## config.mk

```make
export PLATFORM = sky130hd
export DESIGN_NAME = trng_arbiter
export DESIGN_NICKNAME = d
export VERILOG_FILES = /design/src/rtl/trng_pkg.sv /design/src/rtl/trng_arbiter_rr_arbiter.sv /design/src/rtl/trng_arbiter.sv
export SDC_FILE = /design/constraint.sdc
export NUM_CORES = 1
export LEC_CHECK = 0
export ABC_AREA = 1
export ABC_CLOCK_PERIOD_IN_PS = 1900
export CORE_MARGIN = 4
export CORE_UTILIZATION = 53
export CTS_BUF_LIST = sky130_fd_sc_hd__clkbuf_4 sky130_fd_sc_hd__clkbuf_8
export CTS_CLUSTER_DIAMETER = 200
export DETAILED_ROUTE_END_ITERATION = 6
export PLACE_DENSITY = 0.83
export SYNTH_ARGS = -nofsm -noshare
export SYNTH_HDL_FRONTEND = slang
export SYNTH_SLANG_ARGS = --single-unit
export TNS_END_PERCENT = 30
```

## constraint.sdc

```tcl
create_clock -name CLK -period 1.9 [get_ports CLK]
set_input_delay 0.57 -clock CLK [delete_from_list [all_inputs] [get_ports CLK]]
set_output_delay 0.57 -clock CLK [all_outputs]
set_load 0.02 [all_outputs]
```

## src/rtl/trng_pkg.sv

```systemverilog
// Shared types, defaults and the rotate-priority pick used by the TRNG arbiter.
package trng_pkg;

  localparam int unsigned DEF_WORD_BITS = 16;
  localparam int unsigned DEF_TIMEOUT   = 1024;

  // Widest requester vector the pick function handles (NUM_REQ is 2..8).
  localparam int unsigned MAX_REQ   = 8;
  localparam int unsigned MAX_IDX_W = 3;

  typedef enum logic [1:0] {
    IDLE    = 2'd0,
    COLLECT = 2'd1,
    RELEASE = 2'd2,
    DELIVER = 2'd3
  } trng_state_e;

  // One-hot of the first set request at or after ptr, wrapping modulo n.
  function automatic logic [MAX_REQ-1:0] rr_pick_onehot(
    input logic [MAX_REQ-1:0]   req,
    input logic [MAX_IDX_W-1:0] ptr,
    input int unsigned          n
  );
    logic [MAX_REQ-1:0] pick;
    logic               found;
    int unsigned        idx;
    pick  = '0;
    found = 1'b0;
    idx   = 0;
    for (int unsigned i = 0; i < MAX_REQ; i++) begin
      if ((n != 0) && (i < n)) begin
        idx = (32'(ptr) + i) % n;
        if (!found && req[MAX_IDX_W'(idx)]) begin
          pick[MAX_IDX_W'(idx)] = 1'b1;
          found                 = 1'b1;
        end
      end
    end
    return pick;
  endfunction

endpackage

```

## src/rtl/trng_arbiter_rr_arbiter.sv

```systemverilog
// Combinational round-robin picker: winner one-hot and index from requests and pointer.
module rr_arbiter
  import trng_pkg::*;
#(
  parameter int unsigned NUM_REQ = 4,
  localparam int unsigned IDX_W  = (NUM_REQ > 1) ? $clog2(NUM_REQ) : 1
) (
  input  logic [NUM_REQ-1:0] req_i,
  input  logic [IDX_W-1:0]   ptr_i,
  output logic [NUM_REQ-1:0] win_c_o,
  output logic [IDX_W-1:0]   win_idx_c_o,
  output logic               any_c_o
);

  logic [MAX_REQ-1:0] req_ext;
  logic [MAX_REQ-1:0] pick;

  // Rotate-priority pick, then encode the winning position.
  always_comb begin
    req_ext     = MAX_REQ'(req_i);
    pick        = rr_pick_onehot(req_ext, MAX_IDX_W'(ptr_i), NUM_REQ);
    win_c_o     = pick[NUM_REQ-1:0];
    any_c_o     = |pick;
    win_idx_c_o = '0;
    for (int unsigned i = 0; i < NUM_REQ; i++) begin
      if (pick[i]) begin
        win_idx_c_o = IDX_W'(i);
      end
    end
  end

endmodule

```

## src/rtl/trng_arbiter.sv

```systemverilog
// Shares one TRNG bit source between requesters, assembling a full word per grant.
module trng_arbiter
  import trng_pkg::*;
#(
  parameter int unsigned NUM_REQ        = 4,
  parameter int unsigned WORD_BITS      = DEF_WORD_BITS,
  parameter int unsigned TIMEOUT_CYCLES = DEF_TIMEOUT
) (
  input  logic                 CLK,
  input  logic                 RST_N,
  input  logic [NUM_REQ-1:0]   REQ,
  output logic [NUM_REQ-1:0]   GNT,
  output logic [WORD_BITS-1:0] WORD,
  output logic [NUM_REQ-1:0]   DONE,
  output logic                 ERR,
  output logic                 BUSY,
  output logic                 TRNG_EN,
  input  logic                 TRNG_BIT,
  input  logic                 TRNG_BIT_READY,
  output logic                 TRNG_ACK
);

  localparam int unsigned IDX_W = (NUM_REQ > 1) ? $clog2(NUM_REQ) : 1;
  localparam int unsigned CNT_W = $clog2(WORD_BITS + 1);
  localparam int unsigned BIT_W = (WORD_BITS > 1) ? $clog2(WORD_BITS) : 1;
  localparam int unsigned TMO_W = (TIMEOUT_CYCLES > 1) ? $clog2(TIMEOUT_CYCLES) : 1;

  localparam logic [CNT_W-1:0] CNT_FULL = CNT_W'(WORD_BITS);
  localparam logic [TMO_W-1:0] TMO_LAST = TMO_W'(TIMEOUT_CYCLES - 1);

  trng_state_e          state_q;
  logic [NUM_REQ-1:0]   gnt_q;
  logic [IDX_W-1:0]     gidx_q;
  logic [IDX_W-1:0]     ptr_q;
  logic [WORD_BITS-1:0] word_q;
  logic [CNT_W-1:0]     cnt_q;
  logic [TMO_W-1:0]     tmo_q;
  logic [NUM_REQ-1:0]   done_q;
  logic                 err_q;
  logic                 busy_q;
  logic                 en_q;
  logic                 ack_q;

  logic [NUM_REQ-1:0]   win_c;
  logic [IDX_W-1:0]     win_idx_c;
  logic                 any_c;
  logic [IDX_W-1:0]     next_ptr_c;
  logic [TMO_W-1:0]     tmo_inc_c;

  rr_arbiter #(
    .NUM_REQ (NUM_REQ)
  ) u_rr (
    .req_i       (REQ),
    .ptr_i       (ptr_q),
    .win_c_o     (win_c),
    .win_idx_c_o (win_idx_c),
    .any_c_o     (any_c)
  );

  // Pointer moves just past the current owner; timeout counter saturates at its limit.
  always_comb begin
    next_ptr_c = (gidx_q == IDX_W'(NUM_REQ - 1)) ? '0 : gidx_q + IDX_W'(1);
    tmo_inc_c  = (tmo_q == TMO_LAST) ? tmo_q : tmo_q + TMO_W'(1);
  end

  // Arbitration, bit collection handshake, timeout abort and delivery.
  always_ff @(posedge CLK or negedge RST_N) begin
    if (!RST_N) begin
      state_q <= IDLE;
      gnt_q   <= '0;
      gidx_q  <= '0;
      ptr_q   <= '0;
      word_q  <= '0;
      cnt_q   <= '0;
      tmo_q   <= '0;
      done_q  <= '0;
      err_q   <= 1'b0;
      busy_q  <= 1'b0;
      en_q    <= 1'b0;
      ack_q   <= 1'b0;
    end else begin
      done_q <= '0;
      err_q  <= 1'b0;
      ack_q  <= 1'b0;
      unique case (state_q)
        IDLE: begin
          if (any_c) begin
            gnt_q   <= win_c;
            gidx_q  <= win_idx_c;
            en_q    <= 1'b1;
            busy_q  <= 1'b1;
            word_q  <= '0;
            cnt_q   <= '0;
            tmo_q   <= '0;
            state_q <= COLLECT;
          end
        end

        COLLECT: begin
          if (TRNG_BIT_READY) begin
            word_q[BIT_W'(cnt_q)] <= TRNG_BIT;
            ack_q   <= 1'b1;
            cnt_q   <= cnt_q + CNT_W'(1);
            tmo_q   <= '0;
            state_q <= RELEASE;
          end else if (tmo_q == TMO_LAST) begin
            err_q   <= 1'b1;
            en_q    <= 1'b0;
            gnt_q   <= '0;
            busy_q  <= 1'b0;
            tmo_q   <= '0;
            ptr_q   <= next_ptr_c;
            state_q <= IDLE;
          end else begin
            tmo_q <= tmo_inc_c;
          end
        end

        // Ready must drop before the next bit is sampled.
        RELEASE: begin
          if (!TRNG_BIT_READY) begin
            if (cnt_q == CNT_FULL) begin
              done_q  <= gnt_q;
              en_q    <= 1'b0;
              tmo_q   <= '0;
              state_q <= DELIVER;
            end else begin
              tmo_q   <= tmo_inc_c;
              state_q <= COLLECT;
            end
          end else if (tmo_q == TMO_LAST) begin
            err_q   <= 1'b1;
            en_q    <= 1'b0;
            gnt_q   <= '0;
            busy_q  <= 1'b0;
            tmo_q   <= '0;
            ptr_q   <= next_ptr_c;
            state_q <= IDLE;
          end else begin
            tmo_q <= tmo_inc_c;
          end
        end

        // DONE is visible here alongside GNT; both clear on the way back to IDLE.
        DELIVER: begin
          gnt_q   <= '0;
          busy_q  <= 1'b0;
          en_q    <= 1'b0;
          ptr_q   <= next_ptr_c;
          state_q <= IDLE;
        end

        default: begin
          state_q <= IDLE;
        end
      endcase
    end
  end

  assign GNT      = gnt_q;
  assign WORD     = word_q;
  assign DONE     = done_q;
  assign ERR      = err_q;
  assign BUSY     = busy_q;
  assign TRNG_EN  = en_q;
  assign TRNG_ACK = ack_q;

endmodule

```

==> results.ini <==
[status]
status = finished, violations left
failed_checks = setup timing

[global_routing]
gr-total-overflow = 0
grt_max_degree = 50
grt_pass1_wl_um = 16600
grt_pass1_vias = 3669
antenna_found_initial = 0
grt_util_all_layers_pct = 26.5

[clock_tree]
clk_pin_slew_ns = 0.09
h-tree-depth = 2
worstSkewPairLatency_ns = 0.31
cts_hold_buf = 0
cts_tree = done
cts_buffers = 5
root_buffer = clkbuf_8
cts_sinks = 49
cts_buffer_depth = 2

[critical_path]
cp-start-kind = flip-flop
critPathRequiredTime_ns = 2.10
reg2reg_from = ptr_q[0]
path_max_fanout = 10
reg2reg_to = WORD[14]
r2r_cells = 12
cp.arrival_ns = 2.41
crit_type = flip-flop to flip-flop
crit_path_end_kind = flip-flop
ff2ff_setup_slack_ns = -0.31

[floorplan]
start_util_pct = 54.3
num_io_pins = 36
rows = 29
die_w_um = 88.7
fp.dieH_um = 88.7
coreArea_um2 = 6350
die-area_um2 = 7870

[sta]
fin_skew_ns = 0.00669
finalMaxSlewViolations = 0
period_needed_ns = 2.21
timing.slew.headroom_pct = 68.1
whs_ns = 0.239
worstMarginPinSlew_ns = 0.478
setup_viol = 41
rsz0062_at_grt = yes
timing.final.ws_setup_ns = -0.309
hold_violations = 0
fmax_mhz = 453
finalCritPeriodShare_pct = 116

[synthesis]
synth_cell_type_count = 35
ys_ff_latch = 49
synth_warnings = 0
netlist_instances = 489
synth_area_per_cell_um2 = 7.06
synth_nets = 515
ys_seq_area_share_pct = 35.5
netlist_area_um2 = 3450

[detailed_routing]
routed-via-count = 3786
drc = 0
routedWlPerCell_um = 15.6
viasPerCell = 5.77
routed_wirelength_um = 10300
ant_nets = 0
dr.first_iter.drc_count = 311
first_pass_iters = 5

[power_and_ir_drop]
vdd_drop_max_mv = 0.941
netSwitchingPower_uw = 3730
power_leakage_uw = 0.00265
pwr-share-comb_pct = 73.5
internal-power_uw = 4010
p_clk_share_pct = 8.7
power.density_nw_per_um2 = 1600
seq_power_share_pct = 17.7
switching_share_pct = 48.2

[place]
numPortBuffers = 35
dpl_cell_area_um2 = 4290
place_hpwl_um = 6380
gp_congestion = 0.883

[layout]
antenna_cells = 0
area.growth.synth_to_final_pct = 40.0
nets = 604
fill_cells = 424
final_layout_size_suffix_gt1_share_pct = 27.1
stdcell_area_um2 = 4830

[job]
maxCapViolations = 0

[worst_hold_path]
min_path_type = primary input to async pin

-- synthesized netlist by cell type (all sizes together) --
| cell type | count | area share (%) |
|---|---|---|
| a21boi | 1 | 0.22 |
| nand3 | 88 | 14 |
| a31oi | 2 | 0.36 |
| nand3b | 2 | 0.80 |
| a21o | 1 | 0.22 |
| dfrtp | 49 | 36 |
| nand4 | 4 | 0.73 |
| nor3 | 3 | 0.43 |
| or2 | 1 | 0.18 |
| buf | 11 | 2.5 |
| nor2 | 37 | 4.8 |
| a31o | 1 | 0.25 |
| xor2 | 5 | 1.3 |
| nand2 | 169 | 19 |
| a21oi | 8 | 1.3 |
| ha | 18 | 6.5 |
| o21ai | 25 | 3.6 |
| o211ai | 2 | 0.43 |
| inv | 52 | 5.8 |
| o31ai | 2 | 0.43 |
| clkbuf | 8 | 0.87 |
-- per-layer routing --
layer	track usage [%]	vias to the layer above	share of wire (%)
met4	7.14	0	2.6
met3	5.21	39	6.6
met1	31.0	1816	39
met5	0	-	0
li1	-	1759	-
met2	49.0	172	51
-- cell families (layout without fill, tap and decap cells) --
kind of cell             Yosys count  in the layout  share of synthesized area, %
AND/OR/NAND/NOR                  304            306                          40.6
buffers and inverters             71            159                          9.21
flip-flops                        49             49                          35.5
AO/OA/AOI/OAI                     42             42                          6.82
adder cells (fa/ha/maj)           18             18                          6.53
XOR/XNOR                           5              5                          1.27
-- registers in the layout, indices dropped and copies added (netlist names), 2 cells and up --
| signal | count |
|---|---|
| WORD | 16 |
| state_q | 2 |
| tmo_q | 10 |
| GNT | 4 |
| DONE | 4 |
| gidx_q | 2 |
| ptr_q | 2 |
| cnt_q | 5 |
-- worst max path at each step --
| stage | startpoint | endpoint | slack (ns) | cells after the start |
|---|---|---|---|---|
| after floorplan | ptr_q[0] | tmo_q[0] | -0.12 | 15 |
| after global placement | REQ[3] | WORD[8] | -0.55 | 15 |
| after detailed placement | REQ[1] | state_q[0] | -0.68 | 13 |
| after CTS | ptr_q[0] | WORD[10] | -0.21 | 16 |
| after global routing | ptr_q[0] | cnt_q[2] | -0.40 | 16 |
| final | ptr_q[0] | WORD[14] | -0.31 | 12 |
-- per-stage QoR --
stage / total power [uW] / instances / setup TNS (ns) / setup WS (ns) / util [%]
after floorplan: 4160 / 489 / -3.25 / -0.120 / -
after global placement: 5330 / 636 / -21.45 / -0.547 / 67.5
after detailed placement: 5490 / 636 / -26.68 / -0.678 / 67.5
after CTS: 6850 / 653 / -6.12 / -0.207 / 72.2
after global routing: 8240 / 656 / -12.44 / -0.395 / 76.1
final: 7740 / 656 / -8.78 / -0.309 / 76.1
-- layout make-up --
cell class | instances | area, um^2 | share of cell area [%]
multi-input combinational | 371 | 2200 | 45.6
sequential | 49 | 1230 | 25.4
timing repair buffer | 99 | 995 | 20.6
inverter | 52 | 210 | 4.35
clock buffer | 8 | 97.6 | 2.02
tap | 77 | 96.3 | 1.99
-- cell usage in the layout (no fill, tap or decap), drive strengths merged --
cell             n
dlymetal6s2s    12
or2              1
nor3             3
clkbuf          10
nand3           88
nor2            37
a21oi            8
nand3b           2
o31ai            2
dlygate4sd2      5
xor2             5
o211ai           2
dfrtp           49
a21o             1
buf             63
a31oi            2
a21boi           1
clkdlybuf4s50   17
o21ai           25
nand4            4
inv             52
a31o             1
ha              18
nand2          171
-- worst max-delay path: stages (launching register included) --
cell	delay, ns
dfrtp_2	0.46
buf_6	0.16
buf_4	0.14
ha_1	0.22
nand3_1	0.09
nand2_1	0.05
nand3b_4	0.17
nor2_4	0.16
nand3_4	0.13
buf_12	0.18
clkbuf_16	0.17
nand3_1	0.08
nand2_1	0.08
-- power groups by stage --
| stage | sequential (uW) | clock (uW) | combinational [uW] |
|---|---|---|---|
| after floorplan | 1460 | 0 | 2690 |
| after global placement | 1370 | 0 | 3960 |
| after detailed placement | 1370 | 0 | 4120 |
| after CTS | 1360 | 681 | 4810 |
| after global routing | 1400 | 733 | 6110 |
| final | 1370 | 675 | 5690 |
-- repair_timing --
item | 4_1_cts | 5_1_grt
endpoints found under the setup margin | 42 | 53
gates cloned | 3 | 2
pin swaps | 13 | 17
setup buffers | 6 | 1
resized for setup | 26 | 54
Power figures use the tool's default switching activity.
